===== src/rtl/seq_divider.sv =====
// Radix-2 restoring sequential divider: one quotient bit per clock, optional
// two's-complement mode, divide-by-zero short-cut and Busy/Done handshake.
module seq_divider #(
    parameter int unsigned WIDTH     = 16,
    parameter bit          SIGNED_EN = 1'b1
) (
    input  logic             clk,
    input  logic             Reset,
    input  logic             Load,
    input  logic             Signed,
    input  logic [WIDTH-1:0] A,
    input  logic [WIDTH-1:0] B,
    output logic [WIDTH-1:0] Q,
    output logic [WIDTH-1:0] R,
    output logic             Done,
    output logic             Busy,
    output logic             DivZero
);

    localparam int unsigned CW = $clog2(WIDTH + 1);

    typedef enum logic [1:0] {
        S_IDLE,
        S_ITER,
        S_FIX
    } state_t;

    state_t           state_q;
    logic [WIDTH-1:0] rem_q, dvd_q, dvs_q;
    logic [WIDTH-1:0] q_q, r_q;
    logic [CW-1:0]    cnt_q;
    logic             qneg_q, rneg_q;
    logic             done_q, busy_q, dz_q;

    logic             sgn_mode;
    logic [WIDTH-1:0] a_abs, b_abs;
    logic [WIDTH:0]   shifted, trial;
    logic             borrow;
    logic [WIDTH-1:0] rem_d, dvd_d;
    logic [WIDTH-1:0] q_fix, r_fix;

    always_comb begin
        sgn_mode = SIGNED_EN && Signed;
        a_abs    = (sgn_mode && A[WIDTH-1]) ? -A : A;
        b_abs    = (sgn_mode && B[WIDTH-1]) ? -B : B;
        shifted  = {rem_q, dvd_q[WIDTH-1]};
        trial    = shifted - {1'b0, dvs_q};
        // A set top bit already exceeds any divisor; otherwise trial's top bit is the borrow.
        borrow   = ~shifted[WIDTH] & trial[WIDTH];
        rem_d    = borrow ? shifted[WIDTH-1:0] : trial[WIDTH-1:0];
        dvd_d    = {dvd_q[WIDTH-2:0], ~borrow};
        q_fix    = qneg_q ? -dvd_q : dvd_q;
        r_fix    = rneg_q ? -rem_q : rem_q;
    end

    always_ff @(posedge clk) begin
        if (Reset) begin
            state_q <= S_IDLE;
            rem_q   <= '0;
            dvd_q   <= '0;
            dvs_q   <= '0;
            cnt_q   <= '0;
            qneg_q  <= 1'b0;
            rneg_q  <= 1'b0;
            q_q     <= '0;
            r_q     <= '0;
            done_q  <= 1'b0;
            busy_q  <= 1'b0;
            dz_q    <= 1'b0;
        end else begin
            done_q <= 1'b0;
            case (state_q)
                S_IDLE: begin
                    if (Load) begin
                        if (B == '0) begin
                            q_q    <= '1;
                            r_q    <= A;
                            dz_q   <= 1'b1;
                            done_q <= 1'b1;
                        end else begin
                            dvd_q   <= a_abs;
                            dvs_q   <= b_abs;
                            rem_q   <= '0;
                            cnt_q   <= '0;
                            qneg_q  <= sgn_mode && (A[WIDTH-1] ^ B[WIDTH-1]);
                            rneg_q  <= sgn_mode && A[WIDTH-1];
                            busy_q  <= 1'b1;
                            state_q <= S_ITER;
                        end
                    end
                end
                S_ITER: begin
                    rem_q <= rem_d;
                    dvd_q <= dvd_d;
                    cnt_q <= cnt_q + 1'b1;
                    if (cnt_q == CW'(WIDTH - 1)) state_q <= S_FIX;
                end
                S_FIX: begin
                    q_q     <= q_fix;
                    r_q     <= r_fix;
                    dz_q    <= 1'b0;
                    done_q  <= 1'b1;
                    busy_q  <= 1'b0;
                    state_q <= S_IDLE;
                end
                default: state_q <= S_IDLE;
            endcase
        end
    end

    assign Q       = q_q;
    assign R       = r_q;
    assign Done    = done_q;
    assign Busy    = busy_q;
    assign DivZero = dz_q;

endmodule

===== config.mk =====
export PLATFORM = sky130hd
export DESIGN_NAME = seq_divider
export DESIGN_NICKNAME = d
export VERILOG_FILES = /design/src/rtl/seq_divider.sv
export SDC_FILE = /design/constraint.sdc
export NUM_CORES = 1
export LEC_CHECK = 0
export BUFFER_PORTS_ARGS = -buffer_cell sky130_fd_sc_hd__clkbuf_2
export CORE_MARGIN = 2
export CORE_UTILIZATION = 59
export CTS_BUF_LIST = sky130_fd_sc_hd__clkbuf_4 sky130_fd_sc_hd__clkbuf_8 sky130_fd_sc_hd__clkbuf_16
export CTS_CLUSTER_SIZE = 24
export DETAILED_ROUTE_END_ITERATION = 8
export GPL_TIMING_DRIVEN = 0
export PLACE_DENSITY = 0.81
export SETUP_SLACK_MARGIN = 0.5
export SYNTH_ARGS = -nofsm -noshare
export SYNTH_HDL_FRONTEND = slang
export SYNTH_SLANG_ARGS = --single-unit

===== constraint.sdc =====
create_clock -name clk -period 3.4 [get_ports clk]
set_input_delay 0.17 -clock clk [delete_from_list [all_inputs] [get_ports clk]]
set_output_delay 0.17 -clock clk [all_outputs]
set_load 0.005 [all_outputs]

==> results of run 1 <==
==> stage by stage <==
step	hold WS (ps)	cells	power, mW	util, %
after floorplan	306	682	1.66	-
after global placement	445	860	1.80	65.3
after detailed placement	462	860	1.83	65.3
after CTS	69.1	880	2.58	68.2
after global routing	97.5	883	2.74	69.1
final	76.6	883	2.62	69.1
==> layer usage <==
layer	GRT usage (%)	vias to the layer above	part of all wire, %
li1	-	2607	-
met1	35.4	2486	41
met2	52.3	210	49
met3	4.72	33	6.2
met4	11.2	0	3.3
met5	0	-	0
==> registers in the layout, indices dropped and copies added (netlist names) <==
name / count
dvs_q: 16
dvd_q: 16
Q: 16
DivZero: 1
Done: 1
state_q: 2
qneg_q: 1
rneg_q: 1
R: 16
cnt_q: 5
rem_q: 16
Busy: 1
==> cells by family (layout without fill, tap and decap cells) <==
group	after synthesis	count (layout)	synth area share, %
AO/OA/AOI/OAI	169	169	21.3
buffers and inverters	65	155	5.52
XOR/XNOR	65	65	10.3
multiplexers	12	12	2.23
flip-flops	92	92	33.4
adder cells (fa/ha/maj)	23	23	5.36
AND/OR/NAND/NOR	256	256	21.8
==> layout by cell type (no fill, tap or decap), types with 4 or more instances in the layout <==
| cell | n |
|---|---|
| buf_4 | 7 |
| o211ai_1 | 5 |
| a22oi_1 | 7 |
| xnor2_1 | 29 |
| clkbuf_1 | 23 |
| a21o_1 | 5 |
| nor2b_1 | 7 |
| buf_6 | 7 |
| buf_2 | 5 |
| nand3_1 | 11 |
| a21oi_1 | 26 |
| clkbuf_2 | 67 |
| nand2b_1 | 9 |
| o21ai_0 | 32 |
| xor2_1 | 36 |
| nand2_1 | 69 |
| inv_1 | 25 |
| dfxtp_1 | 87 |
| o21a_1 | 5 |
| o31ai_1 | 11 |
| clkbuf_8 | 9 |
| ha_1 | 20 |
| nor4_1 | 4 |
| a221oi_1 | 9 |
| a31oi_1 | 5 |
| a211oi_1 | 31 |
| mux2i_1 | 9 |
| dfxtp_2 | 5 |
| nor3_1 | 18 |
| a222oi_1 | 13 |
| or4_1 | 7 |
| nor2_1 | 103 |
==> worst reg2reg max path: cells and delay by family (launching register included) <==
| kind | cells | cell delay [ps] |
|---|---|---|
| compound gates | 5 | 910 |
| simple gates | 2 | 510 |
| buf+inv | 3 | 370 |
| fa+ha+maj | 2 | 350 |
| flops | 1 | 340 |
| mux | 1 | 200 |
==> area by class of cell <==
class / instances / area (um^2)
multi-input cells: 525 / 3410
fillers: 749 / 2830
flip-flops and latches: 92 / 1850
repair buffers: 74 / 405
plain buffers: 39 / 225
well taps: 111 / 139
clock buffers: 9 / 124
inverters: 26 / 97.6
clock inverters: 7 / 70.1
==> synth_stat cells, types with 6 or more instances <==
cell        n
a211oi_1   31
a21oi_1    27
a221oi_1    9
a222oi_1   13
a22oi_1     7
buf_2       6
buf_6       6
clkbuf_1   23
dfxtp_1    92
ha_1       22
inv_1      26
mux2i_1    10
nand2_1    69
nand2b_1    9
nand3_1    11
nor2_1    103
nor2b_1     7
nor3_1     18
o21ai_0    32
o31ai_1    11
or4_1       8
xnor2_1    29
xor2_1     36
==> timing repair <==
action	CTS	global route
endpoints found under the setup margin	16	16
resized for setup	11	9
setup buffers	4	2
pin swaps	2	4
gates cloned	0	1
==> report_power, final <==
| part | total, mW | internal (mW) | switching, mW |
|---|---|---|---|
| Sequential | 1.17 | 1.12 | 0.0482 |
| Clock | 0.733 | 0.284 | 0.448 |
| Combinational | 0.713 | 0.317 | 0.396 |
==> path summary, 6_finish.rpt <==
kind              from        to  slack [ps]
max          dvd_q[15]  rem_q[5]         600
min               B[0]  dvs_q[0]          80
min reg2reg      R[12]     R[12]         470
max reg2reg  dvd_q[15]  rem_q[5]         600
==> results.yml, run 1 <==
synth:
  synthesis.area_mm2: 0.00551
  ys_top_cells_by_area: "dfxtp_1, nor2_1, xor2_1"
  async_reset_ff_share_pct: 0
  synth_nets: 741
  ys_ff_latch: 92
  syn_area_per_cell_um2: 8.07
  ys_warn_count: 0
  synth_edf_count: 0
  ys_seq_area_share_pct: 33.4
  ys.flop_type: "dfxtp_1"
  ys_types: 57
  synthCells: 682
  yosysTopAreaCellShare_pct: 33.4
  synth_top_cell_by_area: "dfxtp_1"
worst_setup_path:
  crit_cells: 13
  cpPeakStageDelay_ps: 440
  start_kind: "flip-flop"
  cp.arrival_ps: 3050
  worstSetupPathType: "flip-flop to flip-flop"
  worst_r2r_path_depth: 13
  slowest_stage: "or4_4"
  required_ps: 3650
  end_kind: "flip-flop"
  crit_chain: "inv_2 > ha_4 > fa_2 > nor2b_1 > o31a_1 > or4_4 > a21oi_4 > a211o_1 > a31o_2 > buf_6 > buf_12 > mux2i_2 > o21ai_0"
  path_delay_family: "compound AO/OA/AOI/OAI gates"
  worstPathMaxFanout: 8
  worst-path-buf-inv: 3
global_route:
  antenna_found_initial: 0
  grt_pass1_vias: 4989
  grt_pass1_wl_um: 23800
  grt_max_degree: 19
  grt_usage_pct: 29.4
  grt_overflow: 0
floorplan:
  die_area_mm2: 0.0101
  fp.dieH_um: 101
  die-width_um: 101
  core_mm2: 0.00915
  std_cell_rows: 35
  initial_utilization_pct: 60.2
  io_pins: 71
clock_network:
  htree_levels: 3
  clock-root-buffer: "clkbuf_8"
  cts_tree: "done"
  cts_buffers: 9
  hold_buffers: 0
  cts.sinks: 92
  clk_latency_ps: 380
  cts_buffer_depth: 2
  clk_pin_slew_ps: 110
place:
  port_buffers: 67
  routabilityCongestion: 0.978
  place_area_mm2: 0.00598
  place_ws_ps: 185
  hpwl_um: 11600
sta:
  drv_slew: 0
  fin_tns_setup_ps: 0
  fin_crit_ps: 2800
  finalCritPeriodShare_pct: 82.4
  worst_pin_slew_ps: 671
  fmax_ghz: 0.357
  setup_viol_count_final: 0
  layout_setup_ws_ps: 597
  finalClockSkew_ps: 12.3
  relSlewSlack_pct: 54.6
  finalHoldViolCount: 0
  rsz0062_at_grt: "false"
outcome:
  status: "finished, final reports clean"
routing:
  drt_iter0_markers: 311
  drc_errors: 0
  ant_nets: 0
  vias: 5336
  wirelength_um: 14900
  firstDrtPassIters: 7
  post_drt_wl_per_cell_um: 16.9
  viasPerCell: 6.04
final_layout:
  drive_gt1_share_pct: 16.8
  fin_area_mm2: 0.00632
  n_antenna_cell: 0
  fin_nets: 826
  areaGrowthSynthToFinish_pct: 14.8
run:
  maxCapViolCount: 0
pwr:
  ir_drop_uv: 223
  leakagePower_nw: 2.60
  powerDensity_mw_per_mm2: 414
min_path:
  hold_depth: 3
  hold_class: "primary input to flip-flop"
Note: power is estimated with default switching activity, not from simulation.
==> inputs of run 2 (changes only) <==
==> constraint.sdc (replaced) <==
create_clock -name clk -period 2.68 [get_ports clk]
set_input_delay 0.134 -clock clk [delete_from_list [all_inputs] [get_ports clk]]
set_output_delay 0.134 -clock clk [all_outputs]
set_load 0.005 [all_outputs]
==> run 2 against run 1 <==
The run now ends with setup timing left; fmax fell by 0.81%; register-to-register slack got worse by 740 ps; sequential share of layout area fell by 3.4 points; critical path type unchanged; critical endpoint is now rem_q[9].
==> results.yml, run 2 (synthesis gave the netlist of run 1 again) <==
floorplan:
  core_mm2: 0.00915
  io_pins: 71
  die-width_um: 101
  fp.dieH_um: 101
  initial_utilization_pct: 60.2
  std_cell_rows: 35
  die_area_mm2: 0.0101
routing:
  vias: 5708
  firstDrtPassIters: 5
  drt_iter0_markers: 388
  wirelength_um: 17400
  ant_nets: 0
  viasPerCell: 6.22
  drc_errors: 0
  post_drt_wl_per_cell_um: 19.0
worst_setup_path:
  worst-path-buf-inv: 4
  cp.arrival_ps: 3080
  end_kind: "flip-flop"
  crit_chain: "inv_4 > ha_4 > fa_2 > nor2b_2 > o31a_1 > or4_4 > a21oi_4 > a211o_1 > a31o_2 > buf_8 > buf_12 > buf_16 > a32oi_1 > o21ai_1"
  worstPathMaxFanout: 7
  slowest_stage: "dfxtp_2"
  required_ps: 2930
  start_kind: "flip-flop"
  worstSetupPathType: "flip-flop to flip-flop"
  cpPeakStageDelay_ps: 380
  path_delay_family: "compound AO/OA/AOI/OAI gates"
sta:
  finalCritPeriodShare_pct: 105
  worst_pin_slew_ps: 731
  setup_viol_count_final: 16
  finalClockSkew_ps: 28.6
  relSlewSlack_pct: 50.6
  fin_tns_setup_ps: -821
  layout_setup_ws_ps: -146
  hold_ws_ps: 40.4
  finalHoldViolCount: 0
  rsz0062_at_grt: "true"
  fmax_ghz: 0.354
  drv_slew: 0
  fin_crit_ps: 2830
pwr:
  leakagePower_nw: 2.96
  ir_drop_uv: 294
  powerDensity_mw_per_mm2: 495
  power_mw: 3.56
outcome:
  violations: "setup timing"
  status: "finished, violations left"
final_layout:
  mostFrequentLayoutCell: "nor2_1"
  n_antenna_cell: 0
  fin_cells: 917
  areaGrowthSynthToFinish_pct: 30.6
  fin_nets: 860
  drive_gt1_share_pct: 30.8
  fin_util_pct: 78.6
  fin_area_mm2: 0.00719
  layout_common_cells: "nor2_1, dfxtp_1, nand2_1, clkbuf_2, xor2_1"
clock_network:
  cts_buffer_depth: 2
  clk_pin_slew_ps: 130
  cts_tree: "done"
  cts_buffers: 9
  clk_latency_ps: 390
  htree_levels: 3
  cts.sinks: 92
  clock-root-buffer: "clkbuf_8"
global_route:
  grt_overflow: 0
  grt_usage_pct: 32.6
  grt_pass1_wl_um: 25800
  grt_max_degree: 20
  antenna_found_initial: 0
  grt_pass1_vias: 5368
run:
  maxCapViolCount: 0
place:
  routabilityCongestion: 0.972
  place_ws_ps: -181
  place_area_mm2: 0.00609
  port_buffers: 67
  dp_cells: 860
  hpwl_um: 11900
min_path:
  hold_class: "primary input to flip-flop"
## run 2: cell count changes in the layout (fill, tap and decap cells not counted), moves of 6 or more
cell	previous run	this run
buf_4	7	24
nor2_1	103	86
a211oi_1	31	15
a211oi_2	0	16
buf_6	7	21
o21ai_0	32	19
nor2_4	2	14
o21ai_1	2	11
buf_8	0	6
dfxtp_1	87	81
dfxtp_2	5	11
## run 2: timing repair
item,in CTS,in global routing
endpoints found under the setup margin,32,86
gates cloned,2,0
gates resized for setup,88,58
pin swaps,49,42
buffers inserted,21,18
hold buffers,0,0
## run 2: worst paths after layout
| kind | end | from | cells past startpoint | slack (ps) |
|---|---|---|---|---|
| worst min register to register | R[1] | R[1] | 2 | 480 |
| worst max register to register | rem_q[9] | dvd_q[15] | 14 | -150 |
| worst max-delay path | rem_q[9] | dvd_q[15] | 14 | -150 |
| worst min-delay path | dvs_q[0] | B[0] | 3 | 40 |
## run 2: worst register-to-register path: stages (launching register included)
cell	delay (ps)
dfxtp_2	380
inv_4	50
ha_4	160
fa_2	370
nor2b_2	140
o31a_1	150
or4_4	140
a21oi_4	60
a211o_1	300
a31o_2	270
buf_8	140
buf_12	120
buf_16	130
a32oi_1	180
o21ai_1	110
## run 2: final cells by class
type	count	area, um^2
tap	111	139
buffer	39	262
clock inverter	7	76.3
fill	594	1960
clock buffer	9	124
inverter	26	100
sequential	92	1860
timing repair buffer	108	792
multi-input combinational	525	3840
## run 2: layer usage
metal	global-route usage, %	wire length (um)	vias up
met2	55.0	8490	265
met3	4.65	1050	60
li1	-	-	2683
met1	38.9	6940	2700
met5	0	0	-
met4	20.0	941	0
## run 2: report_power, final
group          internal (mW)  total [mW]  switching (mW)  leakage (nW)
combinational          0.504        1.10           0.592          2.11
sequential              1.43        1.50          0.0725         0.753
clock                  0.370       0.968           0.598         0.102
total                   2.30        3.56            1.26          2.96
==> inputs of run 3 (changes only) <==
--- a/config.mk
+++ b/config.mk
@@ -7,12 +7,11 @@
 export LEC_CHECK = 0
 export BUFFER_PORTS_ARGS = -buffer_cell sky130_fd_sc_hd__clkbuf_2
 export CORE_MARGIN = 2
-export CORE_UTILIZATION = 59
+export CORE_UTILIZATION = 34
 export CTS_BUF_LIST = sky130_fd_sc_hd__clkbuf_4 sky130_fd_sc_hd__clkbuf_8 sky130_fd_sc_hd__clkbuf_16
 export CTS_CLUSTER_SIZE = 24
 export DETAILED_ROUTE_END_ITERATION = 8
 export GPL_TIMING_DRIVEN = 0
-export PLACE_DENSITY = 0.81
 export SETUP_SLACK_MARGIN = 0.5
 export SYNTH_ARGS = -nofsm -noshare
 export SYNTH_HDL_FRONTEND = slang
==> run 3 against run 2 <==
Critical endpoint is now rem_q[15]; sequential power about the same; the run still ends with setup timing left; total power is 9.4% higher; combinational power about the same; count of clock-buffer cells in the layout grew 1; global-route usage fell by 14 points; utilization down 31 points; critical path depth shrank 1; sequential share of layout area is 1.4 points lower; final area is 6.1% higher; non-clock buffer count is 4 higher; first-iteration DRC count is 9.8% higher.
==> results.yml, run 3 (synthesis gave the netlist of run 1 again) <==
place:
  hpwl_um: 12300
  place_area_mm2: 0.00622
  port_buffers: 67
  routabilityCongestion: 0.935
  dp_cells: 965
final_layout:
  fin_cells: 1026
  fin_nets: 864
  drive_gt1_share_pct: 33.1
  layout_common_cells: "nor2_1, dfxtp_1, clkbuf_2"
  fillCellCount: 1575
  mostFrequentLayoutCell: "nor2_1"
  areaGrowthSynthToFinish_pct: 38.6
  fin_area_mm2: 0.00763
  regArea_mm2: 0.00186
  n_antenna_cell: 0
  multi_input_area_mm2: 0.00399
clock_network:
  htree_levels: 3
  cts_tree: "done"
  clk_latency_ps: 360
  hold_buffers: 0
  clk_pin_slew_ps: 70
  cts_buffer_depth: 2
  cts.sinks: 92
  cts_buffers: 9
  clock-root-buffer: "clkbuf_16"
worst_setup_path:
  worstPathMaxFanout: 8
  cp.arrival_ps: 2960
  rr_endpoint: "rem_q[15]"
  crit_chain: "inv_2 > ha_4 > fa_2 > nor2b_2 > o31a_1 > or4_4 > a21oi_4 > a211o_1 > a31o_2 > buf_8 > buf_12 > mux2i_1 > o21ai_1"
  slowest_stage: "or4_4"
  worstSetupPathType: "flip-flop to flip-flop"
  r2r_start: "dvd_q[15]"
  r2r_slack_ps: -60
  worst_r2r_path_depth: 13
  path_delay_family: "compound AO/OA/AOI/OAI gates"
  required_ps: 2900
  cpPeakStageDelay_ps: 440
  worst-path-buf-inv: 3
  end_kind: "flip-flop"
  start_kind: "flip-flop"
sta:
  worst_pin_slew_ps: 787
  drv_slew: 0
  fin_crit_ps: 2740
  fmax_ghz: 0.365
  finalHoldViolCount: 0
  relSlewSlack_pct: 47.5
  fin_tns_setup_ps: -280
  rsz0062_at_grt: "true"
  finalCritPeriodShare_pct: 102
  finalClockSkew_ps: 11.5
  setup_viol_count_final: 11
  layout_setup_ws_ps: -59.3
routing:
  ant_nets: 0
  wirelength_um: 17300
  dr.max_layer_used: "met4"
  vias: 5402
  post_drt_wl_per_cell_um: 16.9
  drc_errors: 0
  wl_met2_um: 8280
  firstDrtPassIters: 5
  wl_met3_um: 617
  viasPerCell: 5.27
  drt-met1-wl_um: 8160
  drt_iter0_markers: 426
global_route:
  antenna_found_initial: 0
  grt_overflow: 0
  grt_usage_pct: 18.8
  grt_pass1_vias: 4949
  grt_max_degree: 18
  grt_pass1_wl_um: 26100
floorplan:
  io_pins: 71
  die_area_mm2: 0.0172
  die-width_um: 131
  core_mm2: 0.0159
  std_cell_rows: 46
  fp.dieH_um: 131
  initial_utilization_pct: 34.7
outcome:
  violations: "setup timing"
  status: "finished, violations left"
pwr:
  ir_drop_uv: 316
  leakagePower_nw: 3.06
  powerDensity_mw_per_mm2: 511
min_path:
  hold_depth: 3
  worst_hold_path.endpoint: "dvs_q[0]"
  min-delay-start: "B[0]"
  hold_class: "primary input to flip-flop"
run:
  maxCapViolCount: 0
[run 3: worst register-to-register path: stages (launching register included)]
cell	delay [ps]
dfxtp_2	330
inv_2	80
ha_4	140
fa_2	210
nor2b_2	50
o31a_1	260
or4_4	440
a21oi_4	170
a211o_1	190
a31o_2	180
buf_8	130
buf_12	130
mux2i_1	200
o21ai_1	80
[run 3: through the flow]
stage               setup WS, ps  hold WS [ps]  power [mW]  utilization (%)
finish                     -59.3          96.5        3.90             48.1
global placement            -233           441        2.35             39.1
floorplan                    129           277        2.13                -
detailed placement          -299           448        2.35             39.1
global route                -203           109        4.08             48.1
CTS                        -55.4          77.0        3.73             43.0
[run 3: repair_timing]
item                       4_1_cts  5_1_grt
gates cloned                     1        4
setup endpoints to repair       36       56
buffers inserted                20       20
resized for setup               37      137
pin swaps                       10       72
[run 3: power breakdown]
part / switching [mW] / total (mW) / internal [mW]
logic: 0.591 / 1.13 / 0.536
clock network: 0.613 / 1.27 / 0.659
registers: 0.0744 / 1.50 / 1.42
[run 3: area by class of cell]
| type | instances | share of cell area, % |
|---|---|---|
| Inverter | 26 | 1.31 |
| Timing Repair Buffer | 112 | 11.0 |
| Sequential cell | 92 | 24.4 |
| Clock buffer | 10 | 3.05 |
| Buffer | 39 | 3.82 |
| Clock inverter | 6 | 0.705 |
| Tap cell | 216 | 3.54 |
| Multi-Input combinational cell | 525 | 52.2 |
[run 3: worst max-delay path by stage]
stage / cells past startpoint / startpoint / endpoint / slack (ps)
floorplan: 12 / dvd_q[15] / rem_q[1] / 130
global placement: 10 / rem_q[6] / rem_q[5] / -230
detailed placement: 10 / rem_q[6] / rem_q[15] / -300
CTS: 13 / dvd_q[15] / rem_q[15] / -60
global route: 13 / dvd_q[15] / rem_q[15] / -200
finish: 13 / dvd_q[15] / rem_q[15] / -60
[run 3: metal layers]
| metal | up-vias | global-route usage (%) |
|---|---|---|
| met2 | 112 | 30.7 |
| met3 | 18 | 3.67 |
| met1 | 2582 | 25.6 |
| li1 | 2690 | - |
| met4 | 0 | 4.23 |
| met5 | - | 0 |
